===== config.mk =====
export PLATFORM = sky130hd
export DESIGN_NAME = sequence_flash_ctrl
export DESIGN_NICKNAME = d
export VERILOG_FILES = /design/src/rtl/game_pkg.sv /design/src/rtl/tick_timer.sv /design/src/rtl/sequence_flash_ctrl.sv
export SDC_FILE = /design/constraint.sdc
export NUM_CORES = 1
export LEC_CHECK = 0
export ABC_AREA = 1
export CORE_MARGIN = 3
export CORE_UTILIZATION = 40
export DETAILED_ROUTE_END_ITERATION = 10
export GPL_TIMING_DRIVEN = 0
export HOLD_SLACK_MARGIN = 0.02
export SLEW_MARGIN = 30
export SYNTH_ARGS = -nofsm -noshare
export SYNTH_HDL_FRONTEND = slang
export SYNTH_SLANG_ARGS = --single-unit

===== constraint.sdc =====
create_clock -name clk -period 3.7 [get_ports clk]
set_input_delay 0.37 -clock clk [delete_from_list [all_inputs] [get_ports clk]]
set_output_delay 0.37 -clock clk [all_outputs]
set_load 0.02 [all_outputs]

===== src/rtl/game_pkg.sv =====
// Shared state encoding and the level/speed rules used by the flash sequencer.
package game_pkg;

  typedef enum logic [2:0] {
    IDLE  = 3'd0,
    FETCH = 3'd1,
    LATCH = 3'd2,
    ON    = 3'd3,
    OFF   = 3'd4,
    DONE  = 3'd5
  } state_e;

  function automatic int unsigned seq_len(input logic [1:0] level,
                                          input int unsigned len_base,
                                          input int unsigned len_step);
    return len_base + len_step * 32'(level);
  endfunction

  function automatic int unsigned on_ticks(input logic [1:0] speed,
                                           input int unsigned base_ticks);
    return base_ticks >> speed;
  endfunction

  // A zero-length blank would wrap the down-counter, so the gap never drops below one tick.
  function automatic int unsigned off_ticks(input logic [1:0] speed,
                                            input int unsigned base_ticks);
    int unsigned off;
    off = on_ticks(speed, base_ticks) >> 1;
    return (off == 0) ? 1 : off;
  endfunction

endpackage


===== src/rtl/tick_timer.sv =====
// Loadable tick-enabled down-counter; expired is high while the count sits at zero.
module tick_timer #(
  parameter int unsigned W = 4
) (
  input  logic         clk,
  input  logic         rst,
  input  logic         tick,
  input  logic         load,
  input  logic [W-1:0] load_val,
  output logic         expired
);

  logic [W-1:0] cnt_q;

  always_ff @(posedge clk or posedge rst) begin
    if (rst) begin
      cnt_q <= '0;
    end else if (load) begin
      cnt_q <= load_val;
    end else if (tick && (cnt_q != '0)) begin
      cnt_q <= cnt_q - W'(1);
    end
  end

  assign expired = (cnt_q == '0);

endmodule


===== src/rtl/sequence_flash_ctrl.sv =====
// Reads the stored digit sequence and flashes each digit on the leftmost display
// with tick-timed ON/OFF intervals; reports busy/done to the game FSM.
module sequence_flash_ctrl
  import game_pkg::*;
#(
  parameter int unsigned ADDR_W     = 4,
  parameter int unsigned BASE_TICKS = 16,
  parameter int unsigned LEN_BASE   = 4,
  parameter int unsigned LEN_STEP   = 2
) (
  input  logic              clk,
  input  logic              rst,
  input  logic              tick,
  input  logic              start,
  input  logic              abort,
  input  logic [1:0]        levelNumber,
  input  logic [1:0]        speedNumber,
  output logic [ADDR_W-1:0] seq_addr,
  output logic              seq_rd,
  input  logic [3:0]        seq_data,
  output logic [3:0]        numToFlash,
  output logic              noNumToFlash,
  output logic              busy,
  output logic              done
);

  localparam int unsigned CW = $clog2(BASE_TICKS);

  if (seq_len(2'd3, LEN_BASE, LEN_STEP) > (32'd1 << ADDR_W)) begin : g_len_chk
    $error("sequence_flash_ctrl: longest sequence exceeds sequence RAM depth");
  end
  if ((BASE_TICKS < 8) || ((BASE_TICKS & (BASE_TICKS - 1)) != 0)) begin : g_ticks_chk
    $error("sequence_flash_ctrl: BASE_TICKS must be a power of two >= 8");
  end

  state_e            state_q, state_d;
  logic              entry_q;
  logic [ADDR_W-1:0] idx_q, idx_d, last_q, last_d;
  logic [CW-1:0]     on_m1_q, on_m1_d, off_m1_q, off_m1_d;

  logic              seq_rd_q, seq_rd_d;
  logic [ADDR_W-1:0] seq_addr_q, seq_addr_d;
  logic [3:0]        num_q, num_d;
  logic              nonum_q, nonum_d;
  logic              busy_q, busy_d;
  logic              done_q, done_d;

  logic              tmr_load, tmr_expired, interval_end;
  logic [CW-1:0]     tmr_val;

  // Timer reloads in the first cycle of ON/OFF, so a tick in that cycle is never counted.
  assign tmr_load     = entry_q && ((state_q == ON) || (state_q == OFF));
  assign tmr_val      = (state_q == ON) ? on_m1_q : off_m1_q;
  assign interval_end = tick && !entry_q && tmr_expired;

  tick_timer #(.W(CW)) u_timer (
    .clk      (clk),
    .rst      (rst),
    .tick     (tick),
    .load     (tmr_load),
    .load_val (tmr_val),
    .expired  (tmr_expired)
  );

  always_ff @(posedge clk or posedge rst) begin
    if (rst) begin
      state_q    <= IDLE;
      entry_q    <= 1'b0;
      seq_rd_q   <= 1'b0;
      seq_addr_q <= '0;
      num_q      <= '0;
      nonum_q    <= 1'b1;
      busy_q     <= 1'b0;
      done_q     <= 1'b0;
    end else begin
      state_q    <= state_d;
      entry_q    <= (state_d != state_q);
      seq_rd_q   <= seq_rd_d;
      seq_addr_q <= seq_addr_d;
      num_q      <= num_d;
      nonum_q    <= nonum_d;
      busy_q     <= busy_d;
      done_q     <= done_d;
    end
  end

  always_ff @(posedge clk or posedge rst) begin
    if (rst) begin
      idx_q    <= '0;
      last_q   <= '0;
      on_m1_q  <= '0;
      off_m1_q <= '0;
    end else begin
      idx_q    <= idx_d;
      last_q   <= last_d;
      on_m1_q  <= on_m1_d;
      off_m1_q <= off_m1_d;
    end
  end

  always_comb begin
    state_d  = state_q;
    idx_d    = idx_q;
    last_d   = last_q;
    on_m1_d  = on_m1_q;
    off_m1_d = off_m1_q;
    if (abort) begin
      state_d = IDLE;
    end else begin
      case (state_q)
        IDLE: begin
          if (start) begin
            state_d  = FETCH;
            idx_d    = '0;
            last_d   = ADDR_W'(seq_len(levelNumber, LEN_BASE, LEN_STEP) - 1);
            on_m1_d  = CW'(on_ticks(speedNumber, BASE_TICKS) - 1);
            off_m1_d = CW'(off_ticks(speedNumber, BASE_TICKS) - 1);
          end
        end
        FETCH: state_d = LATCH;
        LATCH: state_d = ON;
        ON: begin
          if (interval_end) state_d = OFF;
        end
        OFF: begin
          if (interval_end) begin
            if (idx_q == last_q) begin
              state_d = DONE;
            end else begin
              state_d = FETCH;
              idx_d   = idx_q + ADDR_W'(1);
            end
          end
        end
        DONE:    state_d = IDLE;
        default: state_d = IDLE;
      endcase
    end
  end

  // Outputs decode the next state so every port is a flop aligned with its state.
  always_comb begin
    seq_rd_d   = (state_d == FETCH);
    seq_addr_d = (state_d == FETCH) ? idx_d : seq_addr_q;
    num_d      = (state_q == LATCH) ? seq_data : num_q;
    nonum_d    = (state_d != ON);
    busy_d     = (state_d != IDLE);
    done_d     = (state_d == DONE);
  end

  assign seq_rd       = seq_rd_q;
  assign seq_addr     = seq_addr_q;
  assign numToFlash   = num_q;
  assign noNumToFlash = nonum_q;
  assign busy         = busy_q;
  assign done         = done_q;

endmodule


# After elaboration in Yosys (flattened, before gate mapping)
# Cells that the tools add are included.
dict set report totals {
  input_bits 13
  wordCells 58
  output_inout_bits 12
  regBits 36
}
dict set report classes {
  bitwise 1
  mux 15
  reduce_logical 13
  shifts 1
  n_eq_ne 9
  add_sub_neg 6
}
# op count
set op_table {}
lappend op_table {{logical NOT 32 bit} 1}
lappend op_table {{two-way mux 4 bit} 8}
lappend op_table {{right shift 5 x 2 -> 32 bit, first input constant} 1}
lappend op_table {{subtractor 4 x 1 -> 4 bit, second input constant} 4}
lappend op_table {{two-way mux 3 bit} 5}
lappend op_table {{one-hot mux 3 bit (5 select lines)} 1}
lappend op_table {{one-hot mux 4 bit (2 select lines)} 1}
lappend op_table {{== test 3 x 1 -> 1 bit, second input constant} 2}
lappend op_table {{== test 3 x 2 -> 1 bit, second input constant} 2}
lappend op_table {{== test 3 bit, second input constant} 2}
lappend op_table {{adder 3 x 3 -> 4 bit, first input constant} 1}
lappend op_table {{adder 4 x 1 -> 4 bit, second input constant} 1}
lappend op_table {{== test 4 bit} 1}
lappend op_table {{logical AND 1 bit} 4}
lappend op_table {{logical NOT 4 bit} 1}
lappend op_table {{nonzero test 4 bit} 1}
lappend op_table {{logical NOT 3 bit} 1}
lappend op_table {{!= test 3 x 2 -> 1 bit, second input constant} 1}
lappend op_table {{!= test 3 bit} 1}
lappend op_table {{AND reduction 3 bit} 1}
lappend op_table {{nonzero test 3 bit} 1}
lappend op_table {{nonzero test 2 bit} 1}
lappend op_table {{logical NOT 1 bit} 1}
lappend op_table {{logical OR 1 bit} 1}
lappend op_table {{NOT 1 bit} 1}

# Logic depth before layout (Yosys ltp)
dict set report logic_depth {
  ltp_word 7
  mapped_depth 13
  depth_no_buf 13
}

# Hierarchy
# A second synthesis with hierarchy kept.
dict set report hier_totals {
  hier_cells 208
  hier_area_um2 1651.6
}
# module area_per_inst_um2 instances seq_area_each_um2 cells_each
set modules_own_cells {}
lappend modules_own_cells {sequence_flash_ctrl 1352.5 1 676.9 161}
lappend modules_own_cells {tick_timer 299.0 1 100.1 47}

# Least setup slack after synthesis
# Ideal clock, no wire load.
dict set report synth_timing {
  kind {flip-flop to flip-flop}
  startpoint {reg u_timer.cnt_q[0]}
  endpoint {reg idx_q[0]}
  arrival_ns 1.377
  slack_ns 2.206
  path_stages_with_launch 11
  n_path_buf 0
  period_less_slack_ns 1.494
  setup_ns 0.117
  required_ns 3.583
  cell_sequence {dfrtp_1 > inv_1 > ha_1 > nand3_2 > inv_1 > nand2_1 > nand2_1 > nor3b_4 > nand2_1 > o21ai_1 > inv_1}
}
dict set report synth_between {
  elab_chain_cells 5
}
# item line
set synth_rtl {}
lappend synth_rtl {{start, declared} tick_timer.sv:13} ;# logic [W-1:0] cnt_q;
lappend synth_rtl {{start signal, assigned} tick_timer.sv:19} ;# cnt_q <= load_val;
lappend synth_rtl {{start signal, assigned} tick_timer.sv:21} ;# cnt_q <= cnt_q - W'(1);
lappend synth_rtl {{logical NOT 4 bit} tick_timer.sv:25} ;# assign expired = (cnt_q == '0);
lappend synth_rtl {{logical AND 1 bit} sequence_flash_ctrl.sv:54} ;# assign interval_end = tick && !entry_q && tmr_expired;
lappend synth_rtl {{two-way mux 4 bit} sequence_flash_ctrl.sv:126} ;# if (interval_end) begin
lappend synth_rtl {{one-hot mux 4 bit (2 select lines)} sequence_flash_ctrl.sv:110} ;# case (state_q)
lappend synth_rtl {{two-way mux 4 bit} sequence_flash_ctrl.sv:107} ;# if (abort) begin
lappend synth_rtl {{named net idx_d[0]} sequence_flash_ctrl.sv:38} ;# logic [ADDR_W-1:0] idx_q, idx_d, last_q, last_d;
lappend synth_rtl {{end signal, assigned} sequence_flash_ctrl.sv:94} ;# idx_q <= idx_d;
lappend synth_rtl {{end, declared} sequence_flash_ctrl.sv:38}
# The timed path passes the listed nets, and every way through them passes these cells.
# A chain may end at the register's enable or synchronous reset.

# Final worst setup path
dict set report layout_timing {
  startpoint {reg u_timer.cnt_q[0]}
  endpoint {reg seq_addr_q[0] (netlist: seq_addr[0])}
}
dict set report layout_between {
  elab_chain_cells 6
  elab_cells_between_ends 10
  classes_between {1 x eq/ne; 7 x mux; 2 x reduce/logical}
}
# item line
set layout_rtl {}
lappend layout_rtl {{logical NOT 4 bit (*)} tick_timer.sv:25}
lappend layout_rtl {{logical AND 1 bit (*)} sequence_flash_ctrl.sv:54}
lappend layout_rtl {{two-way mux 3 bit, on equally long branches} {sequence_flash_ctrl.sv:126, sequence_flash_ctrl.sv:123}}
lappend layout_rtl {{one-hot mux 3 bit (5 select lines) (*)} sequence_flash_ctrl.sv:110}
lappend layout_rtl {{two-way mux 3 bit (*)} sequence_flash_ctrl.sv:107}
lappend layout_rtl {{== test 3 x 1 -> 1 bit (*)} --}
lappend layout_rtl {{named net seq_rd_d} sequence_flash_ctrl.sv:41} ;# logic seq_rd_q, seq_rd_d;
lappend layout_rtl {{end signal, assigned} sequence_flash_ctrl.sv:79} ;# seq_addr_q <= seq_addr_d;
lappend layout_rtl {{end, declared} sequence_flash_ctrl.sv:42} ;# logic [ADDR_W-1:0] seq_addr_q, seq_addr_d;
# The timed path passes the listed nets; every way through them passes the cells marked *.

==> results.md <==
* Top cells by area, synth: dfrtp_1 (48%), nand2_1 (16%), inv_1 (5.1%)
* Nets at 248
* Worst Path Buf+Inv at 3
* CP Class: reg2reg
* Clock network fraction of total power at 29.4%
* Critical Path AT at around 1900 ps
* Grt total ovfl at 0
* Placement Cell Area at just under 0.002 mm2
* Core area at 0.00385 mm2
* Slowest CP cell: dfrtp_1
* Die X at 70.8 um
* Outcome: finished clean
* Drt initial violations at 88
* Most common cell on crit path: nand2_1
* # fillers at approximately 380
* TritonCTS Buffers at 5
* RSZ-0062 raised after global routing: false
* Sequential Power Share at between 40% and 50%
* Cts repair resizes at 0
* CTS tree: done
* Yosys top cell area share at between 40 and 50%
* Total number of vias at 1,331
* Post-synthesis register bit count at 33
* First-pass GRT wire length at approximately 6 mm
* Avg Vias per Cell at approximately 4.8
* Routed len/inst at around 12 um
* Fin. Hold Viols at 0
* Post-synthesis sequential area ratio at between 40% and 50%
* Combinational power share at 28.0%
* Max cap viols at 0
* Switching Share at around 30%
* Die footprint at between 0.005 and 0.006 mm2
* Hold WC Path Type: reg2reg
* Power Total at roughly 1.1 mW
* Sequential cell area at between 800 and 900 um2
* Number of synthesized flops with an enable pin at 0
* Drt drc at 0
* Post-Synthesis Cells at 200
* Post-Synthesis Cell Area at 0.00168 mm2
* Worst-path cell chain: inv_1, ha_1, nand3_2, inv_1, nand2_1, nand2_1, nor3b_4, inv_2, nand2_1, nand2_1
* H-tree depth at 2
* Clk buf depth at 2
* Worst-path clk slew at about 70 ps
* Max-slew violation count at 0
* Syn Area/Cell at between 8 and 9 um2
* Fin crit period at between 1500 and 2000 ps
* Setup TNS at 0 ps
* Most common cell in the netlist: nand2_1
* Total Routed Length at between 3 and 4 mm
* Final period utilization at roughly 48%
* Leakage at approximately 1.0 nW
* Largest net degree at the start of global routing at 34
* Worst slew pin tran at between 600 and 700 ps
* Diode count at 0
* Area growth syn-to-layout at 24.3%
* Skew-Pair Late Insertion Delay at 280 ps
* Syn Nets at around 220
* Root buf cell: clkbuf_8
* Netlist cell types at 30
* Detailed placement HPWL at around 2.6 mm
* Core Util, Final at between 50% and 60%
* Initial antenna violation count at 0
* IO Port Bufs at 24
* Final instance area at roughly 0.0021 mm2
* CTS Hold Bufs at 0
* Setup ws final at roughly 1900 ps
* GP Congestion at 0.832
* GRT Util Overall at 15.1%
* Vias in the first global route at 1,390
* Number of primary I/O pins at 25
* Delay-heaviest family, CP: simple AND/OR/NAND/NOR gates
* Ys async rst share at between 90% and 100%
* First-pass detailed-route iteration total at 4
* VDD IR-drop max at 314 uV
* Cell accounting for the most synthesized area: dfrtp_1
* Initial Util at a little over two fifths
* Fmax at 566 MHz
* Critical Path RT at approximately 3900 ps
* Final setup fails at 0
* Die height at a little over 70 um
* P_int at ~800 uW
* Worst path max stage delay at approximately 400 ps
* Pwr dens at about 540 mW/mm2
* Postcts setup bufs at 0
* Final worst clock skew at around 4.5 ps
* CP Max Fanout at 7
* Post-Place Worst Slack at ~1600 ps
* Critical path capture point type: flop
* Multi-input gate area at about 750 um2
* Final ANT Viol Nets at 0
* Ys flop type: dfrtp_1
* Slew margin rel. at 54.8%
* Sink Count at 33
* Sw power at around 350 uW
* Floorplan row count at 22
* CP startpoint kind: flop
* Ratio of cells with drive above 1 in the final layout at between 10% and 20%
* Synth Warn # at 0
* Commonest cells in the netlist: nand2_1 (73), dfrtp_1 (32), inv_1 (23), nor2_1 (12), nand3_1 (10)
final timing paths:
path	startpoint	endpoint	slack, ps	cells after the start
hold reg to reg	seq_addr[1]	seq_addr[1]	480	2
min in group asynchronous	rst	done	510	2
setup / recovery	u_timer.cnt_q[0]	seq_addr[0]	1930	10
max in group asynchronous	rst	last_q[0]	2760	2
hold / removal	seq_addr[1]	seq_addr[1]	480	2
setup reg to reg	u_timer.cnt_q[0]	seq_addr[0]	1930	10
stage by stage:
stage                     instances  hold WS (ps)
after global routing            280           528
final                           280           476
after detailed placement        272           468
after floorplan                 200           442
after CTS                       280           483
after global placement          272           453
layout make-up:
type                    instances  area share (%)
well taps                      48            2.87
clock inverters                 2            1.68
clock buffers                   6            3.47
multi-input cells             141            36.1
repair buffers                 24            11.5
flip-flops and latches         33            39.6
inverters                      26            4.79
sequential cells by signal, summed over array words and instances (netlist names):
signal / flops
entry_q: 1
on_m1_q: 3
numToFlash: 4
off_m1_q: 2
busy: 1
u_timer.cnt_q: 4
last_q: 4
noNumToFlash: 1
seq_addr: 4
seq_rd: 1
done: 1
idx_q: 4
state_q: 3
worst reg2reg max path: stages, from the launching register on:
cell and delay [ps]:
dfrtp_1 400, inv_1 110, ha_1 200, nand3_2 160, inv_1 110, nand2_1 60, nand2_1 80, nor3b_4 330
inv_2 90, nand2_1 70, nand2_1 60
kinds of logic (layout without fill, tap and decap cells):
kind of cell	after synthesis	in the layout	synth area share, %
fa+ha+maj	4	4	2.98
mux	4	4	2.68
compound gates	19	19	6.55
buf+inv	26	58	5.95
xor+xnor	3	3	1.56
flops	33	33	49.2
simple gates	111	111	31.1
power by group through the flow:
stage / sequential, mW / clock [mW] / combinational, mW
2_1_floorplan: 0.505 / 0 / 0.187
3_3_place_gp: 0.486 / 0 / 0.299
3_5_place_dp: 0.485 / 0 / 0.318
4_1_cts: 0.481 / 0.336 / 0.319
5_1_grt: 0.493 / 0.354 / 0.355
6_report: 0.480 / 0.330 / 0.315
metal layers:
layer	track usage, %	share of wire [%]	routed length [um]	up-vias
met3	4.55	4.1	138	6
met4	6.05	1.5	51	0
met2	25.1	47	1590	24
met1	18.3	47	1590	617
li1	-	-	-	684
met5	0	0	0	-
placed cells by master, fill, tap and decap left out:
cell | Yosys | layout
a21oi_1 | 4 | 4
bufinv_16 | 0 | 1
clkbuf_1 | 0 | 1
clkbuf_8 | 0 | 5
clkdlybuf4s50_1 | 0 | 24
clkinv_2 | 0 | 1
dfrtp_1 | 32 | 32
dfstp_2 | 1 | 1
ha_1 | 4 | 4
inv_1 | 23 | 22
inv_2 | 2 | 3
inv_4 | 1 | 1
mux2_2 | 4 | 4
nand2_1 | 73 | 73
nand2_2 | 1 | 1
nand2_4 | 1 | 1
nand3_1 | 10 | 10
nand3_2 | 1 | 1
nand4_1 | 2 | 2
nor2_1 | 12 | 12
nor2_2 | 2 | 2
nor2_4 | 2 | 2
nor2_8 | 1 | 1
nor3_1 | 1 | 1
nor3_2 | 1 | 1
nor3b_1 | 1 | 1
nor3b_4 | 1 | 1
o211ai_1 | 2 | 2
o21a_1 | 1 | 1
o21ai_0 | 8 | 8
o21ai_1 | 2 | 2
o21ai_2 | 2 | 2
or2_4 | 2 | 2
xnor2_1 | 2 | 2
xor2_1 | 1 | 1
Power figures use the tool's default switching activity.
